File: src/rtl/xlr8_anapin_seq.sv
// Sequences shared A0..A5 pad use between digital I/O and the ADC: isolate the pad,
// park the I2C pullups for A4/A5, settle, convert once, then restore the pad state.
module xlr8_anapin_seq #(
  parameter int SETTLE_CYCLES  = 16,
  parameter int TIMEOUT_CYCLES = 1023,
  parameter int RES_W          = 10
) (
  input  logic             clk,
  input  logic             rst,
  input  logic             conv_req,
  input  logic [2:0]       conv_ch,
  output logic             conv_ack,
  input  logic             i2c_en_cfg,
  input  logic             i2c_busy,
  output logic             i2c_hold,
  output logic             i2c_enable,
  output logic [5:0]       dig_io_oe,
  output logic             adc_start,
  output logic [2:0]       adc_ch,
  input  logic             adc_done,
  input  logic [RES_W-1:0] adc_result,
  output logic [RES_W-1:0] res_data,
  output logic             res_valid,
  output logic             err_timeout,
  output logic             err_badch
);

  typedef enum logic [2:0] {IDLE, WAIT_I2C, ISOLATE, SETTLE, CONVERT, RESTORE} state_t;

  state_t           state_q, state_d;
  logic [2:0]       ch_q, ch_d;
  logic [15:0]      cnt_q, cnt_d;
  logic [5:0]       oe_q, oe_d;
  logic             i2c_en_q, i2c_en_d;
  logic             hold_q, hold_d;
  logic             ack_q, ack_d;
  logic             badch_q, badch_d;
  logic             start_q, start_d;
  logic             valid_q, valid_d;
  logic             tmo_q, tmo_d;
  logic [RES_W-1:0] res_q, res_d;
  logic [5:0]       ch_mask;
  logic             ch_hi;

  for (genvar gi = 0; gi < 6; gi++) begin : g_mask
    assign ch_mask[gi] = (ch_q == 3'(gi));
  end

  // Latched channel is always 0..5, so bit 2 alone marks the I2C-shared pads A4/A5.
  assign ch_hi = ch_q[2];

  always_comb begin
    state_d  = state_q;
    ch_d     = ch_q;
    cnt_d    = cnt_q;
    oe_d     = oe_q;
    hold_d   = hold_q;
    ack_d    = 1'b0;
    badch_d  = 1'b0;
    start_d  = 1'b0;
    valid_d  = 1'b0;
    tmo_d    = tmo_q;
    res_d    = res_q;
    i2c_en_d = i2c_en_cfg;
    if (ch_hi && (state_q inside {ISOLATE, SETTLE, CONVERT}))
      i2c_en_d = 1'b0;

    case (state_q)
      IDLE: begin
        // ack_q guard keeps a still-high request from being acked twice in a row
        if (conv_req && !ack_q) begin
          ack_d = 1'b1;
          tmo_d = 1'b0;
          if (conv_ch > 3'd5) begin
            badch_d = 1'b1;
          end else begin
            ch_d = conv_ch;
            if (conv_ch >= 3'd4) begin
              hold_d  = 1'b1;
              state_d = WAIT_I2C;
            end else begin
              state_d = ISOLATE;
            end
          end
        end
      end
      WAIT_I2C: begin
        if (!i2c_busy)
          state_d = ISOLATE;
      end
      ISOLATE: begin
        oe_d    = ~ch_mask;
        cnt_d   = 16'(SETTLE_CYCLES - 1);
        state_d = SETTLE;
      end
      SETTLE: begin
        if (cnt_q == 16'd0) begin
          start_d = 1'b1;
          cnt_d   = 16'(TIMEOUT_CYCLES - 1);
          state_d = CONVERT;
        end else begin
          cnt_d = cnt_q - 16'd1;
        end
      end
      CONVERT: begin
        if (adc_done) begin
          res_d   = adc_result;
          valid_d = 1'b1;
          state_d = RESTORE;
        end else if (cnt_q == 16'd0) begin
          tmo_d   = 1'b1;
          state_d = RESTORE;
        end else begin
          cnt_d = cnt_q - 16'd1;
        end
      end
      RESTORE: begin
        oe_d    = 6'h3F;
        hold_d  = 1'b0;
        state_d = IDLE;
      end
      default: state_d = IDLE;
    endcase
  end

  always_ff @(posedge clk) begin
    if (rst) begin
      state_q  <= IDLE;
      ch_q     <= 3'd0;
      cnt_q    <= 16'd0;
      oe_q     <= 6'h3F;
      i2c_en_q <= 1'b0;
      hold_q   <= 1'b0;
      ack_q    <= 1'b0;
      badch_q  <= 1'b0;
      start_q  <= 1'b0;
      valid_q  <= 1'b0;
      tmo_q    <= 1'b0;
      res_q    <= '0;
    end else begin
      state_q  <= state_d;
      ch_q     <= ch_d;
      cnt_q    <= cnt_d;
      oe_q     <= oe_d;
      i2c_en_q <= i2c_en_d;
      hold_q   <= hold_d;
      ack_q    <= ack_d;
      badch_q  <= badch_d;
      start_q  <= start_d;
      valid_q  <= valid_d;
      tmo_q    <= tmo_d;
      res_q    <= res_d;
    end
  end

  assign conv_ack    = ack_q;
  assign err_badch   = badch_q;
  assign i2c_hold    = hold_q;
  assign i2c_enable  = i2c_en_q;
  assign dig_io_oe   = oe_q;
  assign adc_start   = start_q;
  assign adc_ch      = ch_q;
  assign res_data    = res_q;
  assign res_valid   = valid_q;
  assign err_timeout = tmo_q;

endmodule

File: config.mk
export PLATFORM = sky130hd
export DESIGN_NAME = xlr8_anapin_seq
export DESIGN_NICKNAME = d
export VERILOG_FILES = /design/src/rtl/xlr8_anapin_seq.sv
export SDC_FILE = /design/constraint.sdc
export NUM_CORES = 1
export LEC_CHECK = 0
export ABC_CLOCK_PERIOD_IN_PS = 2100
export CAP_MARGIN = 20
export CORE_UTILIZATION = 40
export CTS_CLUSTER_SIZE = 30
export DETAILED_ROUTE_END_ITERATION = 7
export REMOVE_ABC_BUFFERS = 1
export SLEW_MARGIN = 20
export SYNTH_ARGS = -nofsm -noshare
export SYNTH_HDL_FRONTEND = slang
export SYNTH_SLANG_ARGS = --single-unit
File: constraint.sdc
create_clock -name clk -period 2.1 [get_ports clk]
set_input_delay 0.42 -clock clk [delete_from_list [all_inputs] [get_ports clk]]
set_output_delay 0.42 -clock clk [all_outputs]
set_load 0.02 [all_outputs]
==> results.toml <==
[layout]
multiInputGateArea_um2 = 1260
syn2layout_area_growth_pct = 35.8
nets = 364
drive_above_1_share_pct = 13.4
seqCellArea_um2 = 902
final_area_um2 = 3050
n_antenna_cell = 0
fillers = 521

[global_route]
grt_max_degree = 18
antenna_found_initial = 0
track_usage_pct = 22.1
grt_overflow_total = 0
grt_first_pass_wirelength_um = 10500
grt_pass1_vias = 2186

[clocking]
clk_pin_slew_ps = 90
cts_root_buf = "clkbuf_8"
cts_max_path_buffers = 2
cts_setup_buffers = 0
clock-sinks = 45
cts.htree.levels = 2
cts_hold_buf = 0
clk_latency_ps = 290
cts_resized = 0
cts_tree = "built"
numCtsBuffers = 5

[critical_path]
regToRegSetupSlack_ps = 110
critPathMaxFanout = 10
reg2reg_depth = 6
cp-start-kind = "flop"
required_ps = 2320
cp-end-kind = "flop"
critPathArrivalTime_ps = 2210
r2r_end = "cnt_q[15]"
crit_type = "reg -> reg"
r2r-start = "cnt_q[0]"

[placed_design]
hpwlAfterDp_um = 4720
numPortBuffers = 44
place_congestion = 0.945
place_area_um2 = 2920
post-place-ws_ps = -216

[die]
die-area_um2 = 5920
die_w_um = 76.9
core_area_um2 = 5270
die_h_um = 76.9
io_pins = 45
row_count = 26
floorplan.initialDensity_pct = 42.6

[drt]
avgViaCountPerCell = 5.61
wl_um = 6360
drt_iter0_markers = 131
drc_errors = 0
post_drt_wl_per_cell_um = 15.4
drtAntennaViolNets = 0
vias = 2317
firstDrtPassIters = 4

[synth]
synthTopCellsByArea = "dfxtp_1 (40%), nand2_1 (7.4%), a21oi_1 (4.5%)"
syn_area_um2 = 2250
synthFlopType = "dfxtp_1"
yosysWarnings = 0
synth_top_cell_by_area = "dfxtp_1"
async_flop_share_pct = 0
synth_seq_cells = 45
ys_types = 48
synth_most_common_cell = "dfxtp_1"
ys_seq_area_share_pct = 40.1
synth_edf_count = 0
netlist.area_leader.share_pct = 40.1
avgSynthCellArea_um2 = 8.05
ys_top_cells_by_count = "dfxtp_1 (45), nand2_1 (44), nor2_1 (22)"
synthCells = 279

[outcome]
status = "completed"

[power]
ir_worst_vdd_mv = 0.569
seq_power_share_pct = 40.3
netSwitchingFraction_pct = 34.1
p_int_uw = 1620
cellLeakagePower_uw = 0.00113
p_comb_share_pct = 33.4
power_density_nw_per_um2 = 805
pwr-share-clk_pct = 26.3
switchingPower_uw = 836

[sta]
fin_crit_sh_pct = 94.6
drv_slew = 0
fin_worst_skew_ps = 3.97
fin_worst_hold_slack_ps = 455
setup_slack_ps = 113
tightest_slew_ps = 511
slew_headroom_pct = 66.0
setup_violations = 0
hold_viol = 0
min_period_ps = 1990
max_freq_ghz = 0.503

[hold_path]
hold_depth = 2
holdPathEnd = "res_data[5]"
min-delay-start = "res_data[5]"
holdCritPathClass = "reg -> reg"

[job]
maxCapViolations = 0
-- state kept, by name, indices dropped and copies added (netlist names) --
signal       flops
res_data        10
adc_ch           3
conv_ack         1
dig_io_oe        6
adc_start        1
err_badch        1
cnt_q           16
state_q          3
i2c_enable       1
err_timeout      1
res_valid        1
i2c_hold         1
-- metal layers --
metal / part of all wire [%] / vias up / routed length (um) / GRT usage (%)
li1: - / 1171 / - / -
met1: 49 / 1052 / 3100 / 30.5
met2: 43 / 87 / 2740 / 33.4
met3: 7.2 / 7 / 455 / 4.88
met4: 0.96 / 0 / 61 / 7.88
met5: 0 / - / 0 / 0
-- power groups by stage --
stage                     sequential (uW)  clock (uW)  combinational [uW]
after floorplan                      1020           0                 443
after global placement               1000           0                 800
after detailed placement             1000           0                 805
after CTS                             983         657                 809
after global routing                  999         687                 911
final                                 988         645                 821
-- kinds of logic (layout without fill, tap and decap cells) --
group | after synthesis | after routing | synth area share (%)
fa+ha+maj | 2 | 2 | 1.11
simple gates | 129 | 129 | 30.1
flops | 45 | 45 | 40.1
buf+inv | 25 | 89 | 4.35
mux | 2 | 2 | 0.891
compound gates | 76 | 76 | 23.4
-- how the worst max path moves through the flow --
stage	end	from
finish	cnt_q[15]	cnt_q[0]
global route	cnt_q[4]	cnt_q[1]
CTS	cnt_q[15]	cnt_q[1]
detailed placement	cnt_q[15]	adc_done
global placement	cnt_q[15]	adc_done
floorplan	cnt_q[15]	cnt_q[7]
-- per-stage QoR --
stage	cells	util (%)	power [uW]	TNS (ps)
floorplan	264	-	1470	0
global placement	406	55.5	1800	-1550
detailed placement	406	55.5	1810	-1840
CTS	413	57.5	2450	0
global route	413	57.9	2600	-30.7
finish	413	57.9	2450	0
-- layout make-up --
class,count,area share (%)
Tap cell,70,2.87
Multi-Input combinational cell,209,41.5
Clock buffer,5,2.26
Timing Repair Buffer,72,21.4
Inverter,10,1.23
Clock inverter,2,1.15
Sequential cell,45,29.6
-- worst max-delay path, stage by stage, from the launching register on --
cell      delay, ps
dfxtp_1         370
inv_1            70
ha_1            250
nor4b_1         170
and4_2          310
or4_1           530
a211oi_2        220
-- placed cells by master (no fill, tap or decap), types with 2 or more instances in the layout --
cell type,count
nand3_1,7
nor3b_1,2
o211ai_1,5
o22ai_1,5
nand2b_1,4
a221oi_1,4
o2111ai_1,2
or3_1,4
a211oi_1,5
nor2b_1,2
nor2_1,22
and3_1,2
and4_2,2
inv_1,10
dfxtp_1,44
and2_1,3
a21oi_1,20
nor4_1,4
a32oi_1,2
o31ai_1,7
clkbuf_8,5
o21ai_0,8
nand2_1,44
or3b_2,2
nor3_1,10
a22oi_1,3
buf_4,28
mux2i_1,2
or4_1,5
o2111a_1,2
clkdlybuf4s50_1,43
o311ai_0,4
ha_1,2
or4b_2,2
o41ai_1,2
nor4b_1,4
nand4_1,4
(Power assumes the default switching activity.)
